### config.mk
export PLATFORM = sky130hd
export DESIGN_NAME = pam4_tx_upsampler
export DESIGN_NICKNAME = d
export VERILOG_FILES = /design/src/rtl/pam4_tx_upsampler.sv
export SDC_FILE = /design/constraint.sdc
export NUM_CORES = 1
export LEC_CHECK = 0
export CAP_MARGIN = 20
export CORE_UTILIZATION = 30
export CTS_CLUSTER_DIAMETER = 50
export DETAILED_ROUTE_END_ITERATION = 7
export DONT_BUFFER_PORTS = 1
export PLACE_DENSITY = 0.52
export SLEW_MARGIN = 20
export SYNTH_ARGS = -nofsm -noshare
export SYNTH_HDL_FRONTEND = slang
export SYNTH_SLANG_ARGS = --single-unit
### constraint.sdc
create_clock -name sys_clk -period 5.7 [get_ports sys_clk]
set_input_delay 0.57 -clock sys_clk [delete_from_list [all_inputs] [get_ports sys_clk]]
set_output_delay 0.57 -clock sys_clk [all_outputs]
set_load 0.02 [all_outputs]
### src/rtl/pam4_tx_upsampler.sv
// 4-ASK (Gray) transmit symbol source: symbol FIFO, level mapper and OS-times upsampler.
// Ports: sys_clk/reset, sam_clk_en/sym_clk_en strobes, in_sym/in_valid/in_ready input
//   handshake, clr_flags, tx_out (1s17) + tx_sym_strobe, fill, sticky underflow/align_err.
module pam4_tx_upsampler #(
    parameter int                 DEPTH      = 4,
    parameter int                 OS         = 4,
    parameter logic signed [17:0] LVL_A      = 18'sd32768,
    parameter int                 ZERO_STUFF = 1
) (
    input  logic                       sys_clk,
    input  logic                       reset,
    input  logic                       sam_clk_en,
    input  logic                       sym_clk_en,
    input  logic [1:0]                 in_sym,
    input  logic                       in_valid,
    output logic                       in_ready,
    input  logic                       clr_flags,
    output logic signed [17:0]         tx_out,
    output logic                       tx_sym_strobe,
    output logic [$clog2(DEPTH):0]     fill,
    output logic                       underflow,
    output logic                       align_err
);

    localparam int AW = $clog2(DEPTH);
    localparam int FW = AW + 1;
    localparam int PW = (OS > 1) ? $clog2(OS) : 1;
    localparam logic signed [17:0] LVL_3A = 18'(3 * LVL_A);

    if ((3 * LVL_A) > 131071 || LVL_A < 0) begin : g_bad_level
        $error("pam4_tx_upsampler: 3*LVL_A must lie in 0..131071");
    end
    if (DEPTH < 2 || (DEPTH & (DEPTH - 1)) != 0) begin : g_bad_depth
        $error("pam4_tx_upsampler: DEPTH must be a power of 2, >= 2");
    end
    if (OS < 1) begin : g_bad_os
        $error("pam4_tx_upsampler: OS must be >= 1");
    end

    logic [1:0]    mem [DEPTH];
    logic [AW-1:0] wr_ptr;
    logic [AW-1:0] rd_ptr;
    logic [PW-1:0] phase;

    logic strobe;
    logic sam_only;
    logic push;
    logic pop;
    logic uf_set;
    logic ae_set;

    function automatic logic signed [17:0] map_sym(input logic [1:0] s);
        case (s)
            2'b00:   map_sym = -LVL_3A;
            2'b01:   map_sym = -LVL_A;
            2'b11:   map_sym = LVL_A;
            default: map_sym = LVL_3A;
        endcase
    endfunction

    assign strobe   = sam_clk_en && sym_clk_en;
    assign sam_only = sam_clk_en && !sym_clk_en;
    assign in_ready = (fill < FW'(DEPTH));
    assign push     = in_valid && in_ready;
    // A same-edge push is not yet in fill, so it can never feed this pop.
    assign pop      = strobe && (fill != '0);
    assign uf_set   = strobe && (fill == '0);
    assign ae_set   = (strobe && (phase != '0)) || (sam_only && (phase == '0));

    // Storage needs no reset: pointers and fill define which entries are live.
    always_ff @(posedge sys_clk) begin
        if (push) begin
            mem[wr_ptr] <= in_sym;
        end
    end

    always_ff @(posedge sys_clk or negedge reset) begin
        if (!reset) begin
            wr_ptr <= '0;
            rd_ptr <= '0;
            fill   <= '0;
        end else begin
            if (push) begin
                wr_ptr <= wr_ptr + AW'(1);
            end
            if (pop) begin
                rd_ptr <= rd_ptr + AW'(1);
            end
            fill <= fill + FW'(push) - FW'(pop);
        end
    end

    // Phase always resyncs to the strobe, even when the strobe itself was misaligned.
    always_ff @(posedge sys_clk or negedge reset) begin
        if (!reset) begin
            phase <= '0;
        end else if (strobe) begin
            phase <= (OS == 1) ? '0 : PW'(1);
        end else if (sam_clk_en) begin
            phase <= (phase == PW'(OS - 1)) ? '0 : phase + PW'(1);
        end
    end

    always_ff @(posedge sys_clk or negedge reset) begin
        if (!reset) begin
            tx_out        <= '0;
            tx_sym_strobe <= 1'b0;
        end else begin
            tx_sym_strobe <= strobe;
            if (strobe) begin
                tx_out <= pop ? map_sym(mem[rd_ptr]) : '0;
            end else if (sam_clk_en && (ZERO_STUFF != 0)) begin
                tx_out <= '0;
            end
        end
    end

    // Set events take priority over a coincident clear.
    always_ff @(posedge sys_clk or negedge reset) begin
        if (!reset) begin
            underflow <= 1'b0;
            align_err <= 1'b0;
        end else begin
            if (uf_set) begin
                underflow <= 1'b1;
            end else if (clr_flags) begin
                underflow <= 1'b0;
            end
            if (ae_set) begin
                align_err <= 1'b1;
            end else if (clr_flags) begin
                align_err <= 1'b0;
            end
        end
    end

endmodule

==> metrics.cfg, run 1 <==
[clock_network]
postCtsSetupRepairBufs = 0
tritoncts = yes
clockBufferDepth = 2
cts_max_level = 1
worstSkewPairLatency_ns = 0.26
cts_inserted_buffers = 3
cts_root_buf = clkbuf_8
clkSlewWorstSetupHoldPaths_ns = 0.08
tritoncts_num_sinks = 23

[global_routing]
grt_pass1_wl_microns = 2880
sum_of_overflow_across_all_layers_after_global_routing = 0
number_of_antenna_violations_at_the_first_check_in_global_routing = 0
grt_pass1_vias = 593
grt_max_degree = 16
grt_usage_pct = 9.15

[run_status]
status = complete, no violations

[yosys]
synth-edff-count = 8
synth-seq-area-share_pct = 50.5
synth.yosys.warnings = 0
postSynthCellCount = 102
netlist_area_sq_mm = 0.00122
flip_flop_and_latch_count_after_synthesis = 23
leading_post_synthesis_cells_by_instance_count = 16 x inv_1, 15 x buf_4, 15 x dfrtp_1
syn_area_per_cell_sq_um = 11.9
yosysMostFrequentCell = inv_1
netlist-cell-type-count = 21
ys_dominant_reg_cell = dfrtp_1
synth_top_area_cell = dfrtp_1
async_reset_ff_share_pct = 65.2
synth_largest_type_area_fraction_pct = 30.8
yosys-top-cells-area = dfrtp_1 31%, edfxtp_1 20%, ha_1 10%

[setup_path]
worst_setup_path_startpoint = fill[2]
worst-setup-path-type = reg2reg
cp-start-kind = flop
rr_endpoint = fill[2]
path_max_fanout = 9
cp_data_required_time_ns = 5.84
reg2reg_slack_ns = 3.47
worstRegToRegCells = 7
rr_startpoint = fill[2]
end_kind = flop
worst_ep_arrival_time_ns = 2.36
worst_setup_path_endpoint = fill[2]

[final_layout]
n_fill_cell = 372
flow.area_growth_from_synthesis_pct = 2.77
antenna-diode-count = 0
nets = 124
drive_above_1_share_pct = 6.73

[floorplanning]
height_of_the_die_microns = 65.7
die-width_microns = 65.7
design.die.area_sq_mm = 0.00432
core_area_sq_mm = 0.00377
initial_core_util_pct = 32.3
ioPinCount = 33
floorplan.rows = 22

[route]
detail-route-antenna-nets = 0
via_per_inst = 4.00
detailedRoute.firstPassIterationCount = 4
routed-via-count = 608
drc = 0
drt_iter0_drc = 17
detail_route.wirelength_microns = 1660
drt-wirelength-per-cell_microns = 10.9

[place]
dp_hpwl_microns = 1300
gp_routability_congestion = 0.693
port_buffers = 0

[job]
drv.max_cap_violation_count = 0

[sta]
hold_violations = 0
maxSlewHeadroom_pct = 52.6
rsz_0062_raised_after_global_routing = no
timing.final.max_slew_violations = 0
timing_worst_slew_pin_value_ns = 0.709
tns_ns = 0
fin_skew_ns = 0.00350
post-route-period-util_pct = 39.0
setup_viol = 0
maxClockFrequency_mhz = 449
post-route-min-period_ns = 2.23

[pwr]
report.power.total_w = 0.000571
cellLeakagePower_nw = 0.565
p_per_area_mw_per_mm2 = 456
peakVddDrop_v = 0.000218

[min_path]
timing.hold.worst.class = in2reg

[report_power, final]
| group | internal, W | total [W] | switching, W |
|---|---|---|---|
| Clock | 0.0000487 | 0.0000991 | 0.0000504 |
| Sequential | 0.000220 | 0.000301 | 0.0000807 |
| Combinational | 0.0000795 | 0.000170 | 0.0000909 |
| Total | 0.000349 | 0.000571 | 0.000222 |
[worst min-delay path by stage]
stage,endpoint,slack (ns),cells after the start,startpoint
floorplan,align_err,0.27,0,reset
global placement,underflow,0.27,0,reset
detailed placement,underflow,0.27,0,reset
CTS,tx_out[17],0.38,1,sam_clk_en
global route,mem[0][0],0.38,0,in_sym[0]
finish,tx_out[17],0.39,1,sam_clk_en
[cells by family after synthesis]
logic type | after synthesis | share of synthesized area [%]
and+or+nand+nor | 15 | 6.26
adders and majority gates | 11 | 11.9
xor gates and xnor gates | 7 | 5.03
other | 1 | 0.308
muxes | 2 | 3.70
DFF | 23 | 50.5
AOI/OAI and AO/OA | 10 | 6.26
buffers and inverters | 33 | 16.0
[what timing repair did]
item	in CTS	in global routing
endpoints found under the hold margin	15	0
resized for setup	0	0
hold buffers	1	0
[critical path: stages, from the launching register on]
cell	delay, ns
dfrtp_1	0.53
nor2b_1	0.53
xnor2_1	0.18
ha_1	0.16
inv_1	0.05
fa_1	0.37
xnor2_1	0.15
xnor2_1	0.14
[metal layers]
layer | vias up | global-route usage, % | routed length, microns
met5 | - | 0 | 0
met4 | 0 | 3.26 | 11
met3 | 2 | 3.47 | 89
met2 | 24 | 14.0 | 785
met1 | 284 | 11.6 | 775
li1 | 298 | - | -
[placed cells by master, fill, tap and decap left out]
cell           count
xnor2_1            5
fa_1               1
conb_1            15
xor2_1             2
mux4_2             2
and2_1             5
clkbuf_8           3
o311ai_4           1
dlygate4sd3_1      1
clkinv_2           1
nand3b_1           1
o21ai_0            7
dfrtp_1           15
nor3_1             1
nor2_1             4
nor2b_1            1
edfxtp_1           8
nand2_1            3
ha_1              10
o32ai_1            1
o22ai_1            1
inv_1             16
[per-stage QoR]
| stage | utilization (%) | hold WS, ns | setup slack (ns) | area (sq um) | instances |
|---|---|---|---|---|---|
| floorplan | - | 0.274 | 3.64 | 1270 | 116 |
| global placement | 31.7 | 0.275 | 3.51 | 1200 | 147 |
| detailed placement | 31.7 | 0.275 | 3.47 | 1200 | 147 |
| CTS | 33.2 | 0.385 | 3.46 | 1250 | 152 |
| global route | 33.2 | 0.381 | 3.17 | 1250 | 152 |
| finish | 33.2 | 0.393 | 3.47 | 1250 | 152 |
[registers in the layout (all words and copies together) (netlist names)]
name / cells
rd_ptr: 2
phase: 2
mem: 8
fill: 3
underflow: 1
tx_out: 3
wr_ptr: 2
align_err: 1
tx_sym_strobe: 1
[layout make-up]
cell class	instances	area [sq um]	share of cell area [%]
clock inverters	1	5.00	0.400
repair buffers	1	10.0	0.799
multi-input cells	60	460	36.8
flip-flops and latches	23	616	49.2
inverters	16	60.1	4.80
clock buffers	3	41.3	3.30
well taps	48	60.1	4.80
(Power assumes the default switching activity.)
==> run 2: changes to the inputs <==
==> constraint.sdc (replaced) <==
create_clock -name sys_clk -period 2.05 [get_ports sys_clk]
set_input_delay 0.205 -clock sys_clk [delete_from_list [all_inputs] [get_ports sys_clk]]
set_output_delay 0.205 -clock sys_clk [all_outputs]
set_load 0.02 [all_outputs]
==> run 2 against run 1 <==
Sequential share of layout area is 1.4 points lower; utilization is 1.1 points higher; power grew to 2.9 times the previous value; global-route usage is 0.21 points lower; maximum frequency is 20% higher; first-iteration DRC count is 53% lower; die area stayed put; non-clock buffer count is 5 higher; critical path type unchanged.
==> metrics.cfg, run 2 (synthesis results as in run 1) <==
[pwr]
switchingPower_w = 0.000617
power_frac_seq_pct = 46.6
cellLeakagePower_nw = 0.587
cell_int_power_w = 0.00102
gate_power_share_pct = 36.6
p_per_area_mw_per_mm2 = 1270
power.clock.fraction_pct = 16.8
peakVddDrop_v = 0.000742
power.switching_fraction_pct = 37.6

[min_path]
number_of_cells_traversed_by_the_worst_hold_path = 0
holdCritStartpoint = in_sym[1]
worstHoldEndpoint = mem[2][1]
timing.hold.worst.class = in2reg

[route]
drt_iter0_drc = 8
detailedRoute.firstPassIterationCount = 2
drc = 0
routed-via-count = 640
drt-wirelength-per-cell_microns = 10.4
detail_route.wirelength_microns = 1630
via_per_inst = 4.08
detail-route-antenna-nets = 0

[floorplanning]
height_of_the_die_microns = 65.7
initial_core_util_pct = 32.3
die-width_microns = 65.7
ioPinCount = 33
design.die.area_sq_mm = 0.00432
core_area_sq_mm = 0.00377
floorplan.rows = 22

[clock_network]
postCtsSetupRepairBufs = 0
cts_inserted_buffers = 3
worstSkewPairLatency_ns = 0.26
clkSlewWorstSetupHoldPaths_ns = 0.08
tritoncts = yes
clockBufferDepth = 2
tritoncts_num_sinks = 23
cts_root_buf = clkbuf_8
cts_max_level = 1

[final_layout]
nets = 129
largest_reg_flops = 8
antenna-diode-count = 0
flow.area_growth_from_synthesis_pct = 6.06
registers.top_by_ff_count = mem
drive_above_1_share_pct = 11.9
reg.largest.list = mem: 8 flops, fill: 3 flops, tx_out: 3 flops
n_fill_cell = 375
leading_cell_types_in_the_layout_fill_and_taps_excluded = 16 x inv_1, 15 x conb_1, 14 x dfrtp_1, 10 x ha_1, 8 x edfxtp_1
final_common_cell = inv_1
design_area_sq_mm = 0.00129

[global_routing]
number_of_antenna_violations_at_the_first_check_in_global_routing = 0
grt_max_degree = 16
sum_of_overflow_across_all_layers_after_global_routing = 0
grt_pass1_vias = 620
grt_pass1_wl_microns = 2890
grt_usage_pct = 8.95

[setup_path]
worst_setup_path_startpoint = fill[2]
cp_common_cell = xnor2_1
end_kind = flop
timing.critical_path.max_delay_family = adder cells
worstRegToRegCells = 8
max_stage_delay_ns = 0.44
rr_startpoint = fill[2]
worst-setup-path-type = reg2reg
cp_slowest_cell = dfrtp_2
timing.critical_path.cells = buf_4 -> nor2b_2 -> xnor2_1 -> ha_1 -> inv_1 -> fa_1 -> xnor2_1 -> xnor2_1
path_max_fanout = 4
worst_ep_arrival_time_ns = 2.05
crit_buf_inv = 2
reg2reg_slack_ns = 0.19
rr_endpoint = fill[2]
cp-start-kind = flop
cp_data_required_time_ns = 2.24

[sta]
rsz_0062_raised_after_global_routing = no
timing.final.max_slew_violations = 0
hold_violations = 0
maxSlewHeadroom_pct = 53.9
post-route-period-util_pct = 90.7
setup_viol = 0
fin_skew_ns = 0.00903
timing_worst_slew_pin_value_ns = 0.689
tns_ns = 0
post-route-min-period_ns = 1.86
maxClockFrequency_mhz = 538

[place]
dp_hpwl_microns = 1280
post_detailed_placement_cell_area_sq_mm = 0.00123
port_buffers = 0
gp_routability_congestion = 0.656

[job]
drv.max_cap_violation_count = 0

[run_status]
status = complete, no violations

## run 2: worst max-delay path by stage
stage	to	slack, ns	cells past startpoint
finish	fill[2]	0.19	8
global route	fill[2]	0.04	8
CTS	fill[2]	0.12	8
detailed placement	fill[2]	0.14	8
global placement	fill[2]	0.21	8
floorplan	fill[2]	0.05	7
## run 2: final cells by class
type	instances	area [sq um]	share of cell area, %
multi-input cells	60	463	35.8
well taps	48	60.1	4.65
inverters	16	60.1	4.65
repair buffers	6	47.5	3.68
flip-flops and latches	23	617	47.7
clock buffers	4	45.0	3.48
## run 2: per-stage QoR
step	power [W]	util [%]	instances	hold WS [ns]	setup WS, ns
after floorplan	0.00126	-	116	-0.0906	0.0530
after global placement	0.00135	32.7	152	-0.0903	0.211
after detailed placement	0.00138	32.7	152	-0.0902	0.142
after CTS	0.00166	34.2	157	0.0279	0.117
after global routing	0.00178	34.3	157	0.0162	0.0369
final	0.00164	34.3	157	0.0335	0.190
## run 2: repair_timing
action	CTS	global route
hold buffers	1	0
setup endpoints to repair	0	1
resized for setup	0	1
hold endpoints to repair	15	0
## run 2: layer usage
layer	routed length [microns]	global-route usage [%]
met1	705	10.4
met2	814	14.5
met3	90	3.82
met4	16	3.26
met5	0	0
## run 2: power groups by stage
stage / Combinational [W] / Clock (W) / Sequential (W)
4_1_cts: 0.000611 / 0.000286 / 0.000766
3_5_place_dp: 0.000603 / 0 / 0.000774
3_3_place_gp: 0.000581 / 0 / 0.000772
5_1_grt: 0.000696 / 0.000304 / 0.000784
6_report: 0.000600 / 0.000276 / 0.000763
2_1_floorplan: 0.000440 / 0 / 0.000817
